`src/rtl/window_writer.sv`:
```
// window_writer: applies the symmetric sine window to one IMDCT frame and streams it
// into the 4-slot window/overlap memory, gated by slot credits from the overlap stage.
module window_writer (
  input  logic        clk,
  input  logic        rst,
  input  logic [15:0] sampleIn,
  input  logic        sampleValid,
  output logic        sampleReady,
  output logic [8:0]  coefAddress,
  input  logic [15:0] coefData,
  output logic [11:0] memAddress,
  output logic [15:0] memData,
  output logic        memWrite,
  input  logic        frameRelease,
  output logic        frameDone,
  output logic [1:0]  slotIndex,
  output logic        creditError
);
  typedef enum logic [1:0] {IDLE, RUN, FLUSH} state_t;
  state_t state, state_nx;
  logic [9:0] word_idx, s1_word;
  logic [15:0] s1_sample, win;
  logic [1:0] s1_slot, free_slots, free_nx;
  logic s1_valid, flush_cnt, accept, err_nx;
  logic signed [32:0] prod;
  assign accept = (state == RUN) && sampleValid;
  assign sampleReady = state == RUN;
  // coefficient is unsigned Q0.16, so widen it with a zero sign bit before the signed multiply
  assign prod = $signed(s1_sample) * $signed({1'b0, coefData});
  assign win = 16'((prod + 33'sd32768) >>> 16);
  always_comb begin
    state_nx = (state == IDLE) ? ((free_slots != 2'd0) ? RUN : IDLE) :
               (state == RUN) ? ((accept && word_idx == 10'd1023) ? FLUSH : RUN) :
               (flush_cnt ? IDLE : FLUSH);
    free_nx = (frameRelease && !frameDone) ? ((free_slots == 2'd3) ? free_slots : free_slots + 2'd1) :
              (frameDone && !frameRelease) ? free_slots - 2'd1 : free_slots;
    err_nx = creditError | (frameRelease && !frameDone && free_slots == 2'd3);
  end
  always_ff @(posedge clk or negedge rst) begin
    if (!rst) begin
      state <= IDLE;
      flush_cnt <= 1'b0;
      word_idx <= '0;
      slotIndex <= '0;
      free_slots <= 2'd3;
      creditError <= 1'b0;
      s1_sample <= '0;
      s1_word <= '0;
      s1_slot <= '0;
      s1_valid <= 1'b0;
      coefAddress <= '0;
      memData <= '0;
      memAddress <= '0;
      memWrite <= 1'b0;
      frameDone <= 1'b0;
    end else begin
      state <= state_nx;
      flush_cnt <= (state == FLUSH) && !flush_cnt;
      free_slots <= free_nx;
      creditError <= err_nx;
      s1_valid <= accept;
      if (accept) begin
        word_idx <= word_idx + 10'd1;
        s1_sample <= sampleIn;
        s1_word <= word_idx;
        s1_slot <= slotIndex;
        coefAddress <= word_idx[9] ? ~word_idx[8:0] : word_idx[8:0];
      end
      memWrite <= s1_valid;
      frameDone <= s1_valid && s1_word == 10'd1023;
      if (s1_valid) begin
        memData <= win;
        memAddress <= {s1_slot, s1_word};
      end
      if (frameDone) slotIndex <= slotIndex + 2'd1;
    end
  end
endmodule

```
`config.mk`:
```
export PLATFORM = sky130hd
export DESIGN_NAME = window_writer
export DESIGN_NICKNAME = d
export VERILOG_FILES = /design/src/rtl/window_writer.sv
export SDC_FILE = /design/constraint.sdc
export NUM_CORES = 1
export LEC_CHECK = 0
export ABC_CLOCK_PERIOD_IN_PS = 12300
export CORE_MARGIN = 2
export CORE_UTILIZATION = 52
export CTS_BUF_LIST = sky130_fd_sc_hd__clkbuf_4
export DETAILED_ROUTE_END_ITERATION = 10
export PLACE_DENSITY = 0.71
export SKIP_CTS_REPAIR_TIMING = 1
export SYNTH_ARGS = -nofsm -noshare
export SYNTH_HDL_FRONTEND = slang
export SYNTH_SLANG_ARGS = --single-unit
```
`constraint.sdc`:
```
create_clock -name clk -period 12.3 [get_ports clk]
set_input_delay 1.23 -clock clk [delete_from_list [all_inputs] [get_ports clk]]
set_output_delay 1.23 -clock clk [all_outputs]
set_load 0.01 [all_outputs]
```
==> metrics.json, run 1 <==
{
  "run_status": {"value": "completed"},
  "die_width": {"value": 157, "unit": "microns"},
  "synthesis.instances": {"value": 1275},
  "r2r_cells": {"value": 17},
  "hold_path.class": {"value": "reg2reg"},
  "number_of_slew_limit_violations_in_the_final_report": {"value": 0},
  "antennaDiodeCount": {"value": 0},
  "timing.slew.headroom": {"value": 0.408},
  "final_cell_mix": {"value": "240 x sky130_fd_sc_hd__inv_1, 193 x sky130_fd_sc_hd__fa_1, 158 x sky130_fd_sc_hd__nand2_1, 118 x sky130_fd_sc_hd__and2_1, 118 x sky130_fd_sc_hd__ha_1"},
  "synth.avg_cell_area": {"value": 9.53, "unit": "sq um"},
  "post-route-drc-count": {"value": 0},
  "drive_above_1_share": {"value": 0.0607},
  "cts_htree_levels": {"value": 3},
  "multi_input_comb_area": {"value": 8890, "unit": "sq um"},
  "synth_fp_nets": {"value": 1622},
  "rrSetupSlack": {"value": 6.20, "unit": "ns"},
  "grt_pass1_vias": {"value": 9576},
  "global_route.overflow_total": {"value": 0},
  "synth_top_cells_by_area": {"value": "sky130_fd_sc_hd__fa_1 32%, sky130_fd_sc_hd__dfrtp_1 17%, sky130_fd_sc_hd__ha_1 12%"},
  "grt_max_degree": {"value": 69},
  "gpl.final_weighted_congestion": {"value": 0.955},
  "totalWireLength": {"value": 27500, "unit": "microns"},
  "yosys-mux-area-fraction": {"value": 0.0462},
  "numPortBuffers": {"value": 78},
  "synth_top_cell_by_area": {"value": "sky130_fd_sc_hd__fa_1"},
  "critical_path.reg2reg.startpoint": {"value": "s1_sample[1]"},
  "path_clk_slew": {"value": 0.15, "unit": "ns"},
  "postRouteAntennaNets": {"value": 0},
  "setup_repair_after_global_routing_missed_its_margin": {"value": "no"},
  "grt_first_pass_wirelength": {"value": 47500, "unit": "microns"},
  "dieArea": {"value": 24600, "unit": "sq um"},
  "drt-initial-drc-count": {"value": 508},
  "initial_core_util": {"value": 0.533},
  "synth.ff_latch_count": {"value": 86},
  "yosys.area_share.xor_xnor": {"value": 0.0223},
  "core_region_area": {"value": 22800, "unit": "sq um"},
  "num-fill-cells": {"value": 1997},
  "timing.max_cap.violations": {"value": 0},
  "critical_path_class": {"value": "in2reg"},
  "fin_nets": {"value": 1661},
  "clk_path_buf_depth": {"value": 2},
  "worst_hold_depth": {"value": 1},
  "regArea": {"value": 2150, "unit": "sq um"},
  "routed_wire_length_per_instance": {"value": 16.8, "unit": "microns"},
  "synth_largest_type_area_fraction": {"value": 0.318},
  "reg2reg_to": {"value": "memData[9]"},
  "layout_area_overhead": {"value": 9.22, "unit": "%"},
  "tritoncts_clock_tree": {"value": "yes"},
  "timing.critical_path.from": {"value": "coefData[10]"},
  "worstMarginPinSlew": {"value": 0.888, "unit": "ns"},
  "dp.final_hpwl": {"value": 22000, "unit": "microns"},
  "post_synth_and_or_nand_nor_area_fraction": {"value": 0.159},
  "max_clock_freq": {"value": 142, "unit": "MHz"},
  "synth-seq-area-share": {"value": 0.177},
  "ys_dominant_reg_cell": {"value": "sky130_fd_sc_hd__dfrtp_1"},
  "first_pass_drt_iterations": {"value": 5},
  "cts.root.buffer_cell": {"value": "sky130_fd_sc_hd__clkbuf_4"},
  "cp_data_required_time": {"value": 12.66, "unit": "ns"},
  "route.vias.total": {"value": 8816},
  "timing.clock.skew": {"value": 0.0193, "unit": "ns"},
  "crit_path_launch_type": {"value": "primary input"},
  "floorplan.rows": {"value": 55},
  "setup_violations": {"value": 0},
  "grt_antenna_before_repair": {"value": 0},
  "synth_area": {"value": 12200, "unit": "sq um"},
  "synth.yosys.warnings": {"value": 0},
  "final_hold_viol_count": {"value": 0},
  "combinational_family_with_the_most_area_after_synthesis": {"value": "adder cells"},
  "endpoint_kind_of_the_worst_setup_timing_path": {"value": "flop"},
  "synth_fa_ha_area_frac": {"value": 0.439},
  "worstSetupEndpoint": {"value": "memData[9]"},
  "insertion_delay": {"value": 0.47, "unit": "ns"},
  "ioPinCount": {"value": 79},
  "arrival": {"value": 7.40, "unit": "ns"},
  "synth_enable_flop_cells": {"value": 0},
  "timing.final.crit_period": {"value": 7.04, "unit": "ns"},
  "cts_num_sinks": {"value": 86},
  "layout_worst_path_cycle_share": {"value": 0.572},
  "worstPathMaxFanout": {"value": 16},
  "numCtsBuffers": {"value": 9},
  "final_common_cell": {"value": "sky130_fd_sc_hd__inv_1"},
  "yosys.cell_types.count": {"value": 56},
  "track_usage": {"value": 0.244},
  "route.detailed.vias_per_inst": {"value": 5.40},
  "postSynth.asyncResetShare": {"value": 1.00},
  "synth_compound_gate_area_share": {"value": 0.0638},
  "final_total_negative_setup_slack": {"value": 0, "unit": "ns"},
  "dieHeight": {"value": 157, "unit": "microns"},
  "holdWs": {"value": 0.459, "unit": "ns"}
}
## synthesized netlist by cell type, types with 2 or more instances
cell type                  count
sky130_fd_sc_hd__o21a_1        8
sky130_fd_sc_hd__nor2_1       26
sky130_fd_sc_hd__o31a_1        2
sky130_fd_sc_hd__clkbuf_1     40
sky130_fd_sc_hd__mux2_2       49
sky130_fd_sc_hd__inv_1       240
sky130_fd_sc_hd__xnor2_1      23
sky130_fd_sc_hd__o211ai_1      6
sky130_fd_sc_hd__dfstp_2       2
sky130_fd_sc_hd__buf_1         3
sky130_fd_sc_hd__nand3_1      14
sky130_fd_sc_hd__a211o_1       4
sky130_fd_sc_hd__and4_1        2
sky130_fd_sc_hd__o31ai_1       3
sky130_fd_sc_hd__o22ai_1       2
sky130_fd_sc_hd__o21bai_1      3
sky130_fd_sc_hd__a21o_1        9
sky130_fd_sc_hd__and3_1        8
sky130_fd_sc_hd__nor2b_1      13
sky130_fd_sc_hd__dfrtp_1      84
sky130_fd_sc_hd__a211oi_1      3
sky130_fd_sc_hd__nand4_1      17
sky130_fd_sc_hd__a21oi_1      41
sky130_fd_sc_hd__or2_2         2
sky130_fd_sc_hd__o311ai_1      2
sky130_fd_sc_hd__a311o_1       2
sky130_fd_sc_hd__fa_1        193
sky130_fd_sc_hd__ha_1        118
sky130_fd_sc_hd__o21ai_0      16
sky130_fd_sc_hd__nand2_1     158
sky130_fd_sc_hd__nand2b_1     11
sky130_fd_sc_hd__buf_2        10
sky130_fd_sc_hd__nor3_1       11
sky130_fd_sc_hd__a31oi_1       2
sky130_fd_sc_hd__xor2_1        8
sky130_fd_sc_hd__and2_1      119
sky130_fd_sc_hd__nor4_1        2
## worst min path at each step
stage,from,end,slack [ns]
after detailed placement,state[1],state[0],0.44
after CTS,state[1],state[0],0.46
after global routing,state[0],flush_cnt,0.50
after global placement,state[1],state[0],0.44
after floorplan,state[0],flush_cnt,0.42
final,state[1],state[0],0.46
## state kept, by name, summed over array words and instances (netlist names)
| signal | count |
|---|---|
| s1_slot | 2 |
| memAddress | 12 |
| flush_cnt | 1 |
| coefAddress | 9 |
| slotIndex | 2 |
| s1_valid | 1 |
| s1_word | 10 |
| state | 2 |
| memData | 16 |
| word_idx | 10 |
| memWrite | 1 |
| free_slots | 2 |
| creditError | 1 |
| s1_sample | 16 |
| frameDone | 1 |
## layout make-up
type	count	share of cell area
Inverter	240	0.0679
Clock buffer	9	0.00509
Sequential cell	86	0.162
Multi-Input combinational cell	896	0.670
Timing Repair Buffer	81	0.0603
Clock inverter	7	0.00528
Tap cell	313	0.0295
## per-stage QoR
stage,area [sq um],worst slack [ns],cells,utilization
2_1_floorplan,12200,6.01,1275,-
3_3_place_gp,13100,4.98,1616,0.577
3_5_place_dp,13100,4.84,1616,0.577
4_1_cts,13300,5.33,1632,0.583
5_1_grt,13300,5.06,1632,0.583
6_report,13300,5.26,1632,0.583
## critical path: stages
cell	delay, ns
sky130_fd_sc_hd__clkdlybuf4s50_1	0.94
sky130_fd_sc_hd__nand2_1	0.17
sky130_fd_sc_hd__fa_1	0.54
sky130_fd_sc_hd__fa_1	0.60
sky130_fd_sc_hd__fa_1	0.47
sky130_fd_sc_hd__fa_1	0.55
sky130_fd_sc_hd__inv_1	0.05
sky130_fd_sc_hd__fa_1	0.48
sky130_fd_sc_hd__inv_1	0.05
sky130_fd_sc_hd__fa_1	0.48
sky130_fd_sc_hd__inv_1	0.05
sky130_fd_sc_hd__ha_1	0.34
sky130_fd_sc_hd__nand2_1	0.14
sky130_fd_sc_hd__o31ai_1	0.48
sky130_fd_sc_hd__nand3_1	0.15
sky130_fd_sc_hd__o211ai_2	0.28
sky130_fd_sc_hd__xor2_1	0.10
sky130_fd_sc_hd__mux2_2	0.27
## routing by layer
layer | global-route usage | share of wire | up-vias
met5 | 0 | 0 | -
met4 | 0.0577 | 0.018 | 0
met3 | 0.0318 | 0.045 | 42
met2 | 0.417 | 0.50 | 243
met1 | 0.332 | 0.44 | 4477
li1 | - | - | 4054
## logic make-up after synthesis
group / after synthesis
buffers and inverters: 293
DFF: 86
muxes: 50
xor gates and xnor gates: 31
AOI/OAI and AO/OA: 117
and+or+nand+nor: 387
adders and majority gates: 311
Power of run 1 is left out: the tool's default activity adds up to more than one toggle a clock period on the data nets, which glitch-free logic cannot reach.
==> run 2, diff against run 1 <==
ABC_CLOCK_PERIOD_IN_PS = 6700   (was 12300)
clock period = 6.7 ns   (was 12.3 ns; I/O delays follow)
==> run 2 against run 1 <==
Effect of this change: first-iteration DRC count down 24%; routed wire length shrank 1.9%; core utilization increased by 0.91 points; sequential cell count unchanged; global-route usage fell by 0.60 points; register-to-register slack lost 5.6 ns; die area did not move; sequential share of layout area down 0.25 points; setup slack worse by 4.8 ns; cell count grew 1.3%; final area grew 1.6%.
==> metrics.json, run 2 (synthesis gave the netlist of run 1 again) <==
{
  "run_status": {"value": "completed"},
  "layout_area_overhead": {"value": 10.9, "unit": "%"},
  "track_usage": {"value": 0.238, "change": "-0.00602"},
  "die_width": {"value": 157, "unit": "microns", "change": "unchanged"},
  "core_region_area": {"value": 22800, "unit": "sq um", "change": "unchanged"},
  "fin_nets": {"value": 1683, "change": "+1.3%"},
  "ioPinCount": {"value": 79, "change": "unchanged"},
  "dp.final_hpwl": {"value": 22100, "unit": "microns", "change": "+0.77%"},
  "worstPathCellList": {"value": "clkdlybuf4s50_1 > nand2_1 > fa_1 > fa_1 > fa_1 > inv_1 > fa_1 > fa_1 > inv_1 > fa_1 > inv_1 > ha_1 > nand2_1 > o31ai_1 > nand3_1 > o211ai_2 > xor2_1 > mux2_2"},
  "routed_wire_length_per_instance": {"value": 16.3, "unit": "microns", "change": "-3.2%"},
  "cts_htree_levels": {"value": 3, "change": "unchanged"},
  "number_of_slew_limit_violations_in_the_final_report": {"value": 0, "change": "unchanged"},
  "final_total_negative_setup_slack": {"value": 0, "unit": "ns", "change": "unchanged"},
  "place_inst": {"value": 1638, "change": "+1.4%"},
  "max_clock_freq": {"value": 161, "unit": "MHz"},
  "antennaDiodeCount": {"value": 0, "change": "unchanged"},
  "worstPathMaxFanout": {"value": 11, "change": "-5"},
  "grt_max_degree": {"value": 87, "change": "+26%"},
  "post-route-worst-setup-slack": {"value": 0.503, "unit": "ns", "change": "-4.76 ns"},
  "dieHeight": {"value": 157, "unit": "microns", "change": "unchanged"},
  "crit_path_launch_type": {"value": "primary input"},
  "critical_path_class": {"value": "in2reg"},
  "cts.root.buffer_cell": {"value": "sky130_fd_sc_hd__clkbuf_4"},
  "crit_path_max_incr_delay": {"value": 0.78, "unit": "ns", "change": "-0.16 ns"},
  "place_ws": {"value": 0.0467, "unit": "ns", "change": "-4.80 ns"},
  "num-fill-cells": {"value": 2000, "change": "+0.15%"},
  "r2r_cells": {"value": 19, "change": "+2"},
  "final_hold_viol_count": {"value": 0, "change": "unchanged"},
  "numPortBuffers": {"value": 78, "change": "unchanged"},
  "grt_pass1_vias": {"value": 9522, "change": "-0.56%"},
  "dieArea": {"value": 24600, "unit": "sq um", "change": "unchanged"},
  "global_route.overflow_total": {"value": 0, "change": "unchanged"},
  "final_cell_mix": {"value": "240 x sky130_fd_sc_hd__inv_1, 193 x sky130_fd_sc_hd__fa_1, 158 x sky130_fd_sc_hd__nand2_1, 118 x sky130_fd_sc_hd__and2_1, 118 x sky130_fd_sc_hd__ha_1"},
  "grt_antenna_before_repair": {"value": 0, "change": "unchanged"},
  "critical_path.reg2reg.startpoint": {"value": "s1_sample[7]"},
  "gpl.final_weighted_congestion": {"value": 0.880, "change": "-7.8%"},
  "finalNonFillerCells": {"value": 1654, "change": "+1.3%"},
  "path_clk_slew": {"value": 0.17, "unit": "ns", "change": "+0.02 ns"},
  "drive_above_1_share": {"value": 0.0761, "change": "+0.0154"},
  "initial_core_util": {"value": 0.533, "change": "unchanged"},
  "first_pass_drt_iterations": {"value": 5, "change": "unchanged"},
  "grt_first_pass_wirelength": {"value": 46500, "unit": "microns", "change": "-2.1%"},
  "reg2reg_to": {"value": "memData[5]"},
  "timing.max_cap.violations": {"value": 0, "change": "unchanged"},
  "totalWireLength": {"value": 27000, "unit": "microns", "change": "-1.9%"},
  "hold_path.class": {"value": "in2async"},
  "layout_worst_path_cycle_share": {"value": 0.925},
  "worstMarginPinSlew": {"value": 1.10, "unit": "ns", "change": "+0.215 ns"},
  "insertion_delay": {"value": 0.50, "unit": "ns", "change": "+0.03 ns"},
  "largest_registers": {"value": "memData x16, s1_sample x16, memAddress x12"},
  "route.vias.total": {"value": 8889, "change": "+0.83%"},
  "endpoint_kind_of_the_worst_setup_timing_path": {"value": "flop"},
  "post-route-drc-count": {"value": 0, "change": "unchanged"},
  "multi_input_comb_area": {"value": 8890, "unit": "sq um", "change": "unchanged"},
  "setup_repair_after_global_routing_missed_its_margin": {"value": "no"},
  "clk_path_buf_depth": {"value": 2, "change": "unchanged"},
  "drt-initial-drc-count": {"value": 385, "change": "-24%"},
  "timing.slew.headroom": {"value": 0.264, "change": "-0.143"},
  "route.detailed.vias_per_inst": {"value": 5.37, "change": "-0.51%"},
  "cp_data_required_time": {"value": 7.08, "unit": "ns", "change": "-5.58 ns"},
  "cts_num_sinks": {"value": 86, "change": "unchanged"},
  "floorplan.rows": {"value": 55, "change": "unchanged"},
  "postRouteAntennaNets": {"value": 0, "change": "unchanged"},
  "cp_common_cell": {"value": "sky130_fd_sc_hd__fa_1"},
  "regArea": {"value": 2150, "unit": "sq um", "change": "unchanged"},
  "final_common_cell": {"value": "sky130_fd_sc_hd__inv_1"},
  "timing.final.crit_period": {"value": 6.20, "unit": "ns"},
  "numCtsBuffers": {"value": 9, "change": "unchanged"},
  "tritoncts_clock_tree": {"value": "yes"},
  "setup_violations": {"value": 0, "change": "unchanged"},
  "rrSetupSlack": {"value": 0.58, "unit": "ns", "change": "-5.62 ns"},
  "slowest_cp_cell": {"value": "sky130_fd_sc_hd__clkdlybuf4s50_1"},
  "timing.clock.skew": {"value": 0.0247, "unit": "ns", "change": "+0.00535 ns"},
  "arrival": {"value": 6.58, "unit": "ns", "change": "-0.82 ns"}
}
run 2: cell count changes in the layout (fill, tap and decap cells not counted), sizes merged:
| cell | previous run | this run |
|---|---|---|
| clkinv | 1 | 2 |
| buf | 4 | 26 |
| clkinvlp | 1 | 0 |
run 2: worst max path at each step:
stage	start	to	slack [ns]	cells after the start
final	coefData[10]	memData[9]	0.50	18
after global routing	coefData[9]	memData[9]	0.22	18
after CTS	coefData[10]	memData[9]	0.57	18
after detailed placement	coefData[9]	memData[9]	0.05	18
after global placement	coefData[10]	memData[9]	0.13	18
after floorplan	coefData[7]	memData[5]	0.97	20
run 2: per-layer routing:
layer  up-vias  global-route usage  wire length (microns)
met5         -                   0                      0
met3        52              0.0294                   1100
met1      4518               0.316                  11700
met4         0              0.0708                    631
met2       219               0.409                  13500
li1       4100                   -                      -
run 2: cell type report:
type	count	area share
multi-input combinational	896	0.659
sequential	86	0.160
timing repair buffer	103	0.0735
inverter	240	0.0668
tap	313	0.0291
clock inverter	7	0.00641
clock buffer	9	0.00501
run 2: per-stage QoR:
| step | area [sq um] | utilization | hold WS [ns] |
|---|---|---|---|
| after floorplan | 12200 | - | 0.374 |
| after global placement | 13300 | 0.585 | 0.436 |
| after detailed placement | 13300 | 0.585 | 0.446 |
| after CTS | 13500 | 0.592 | 0.366 |
| after global routing | 13500 | 0.592 | 0.419 |
| final | 13500 | 0.592 | 0.348 |
run 2: critical path: cells and delay by family:
| kind | cells | cell delay (ns) |
|---|---|---|
| AND/OR/NAND/NOR | 3 | 0.45 |
| adder cells (fa/ha/maj) | 7 | 3.42 |
| multiplexers | 1 | 0.27 |
| buffers and inverters | 4 | 0.93 |
| XOR/XNOR | 1 | 0.10 |
| AO/OA/AOI/OAI | 2 | 0.73 |
Power of run 2 is left out for the same reason.
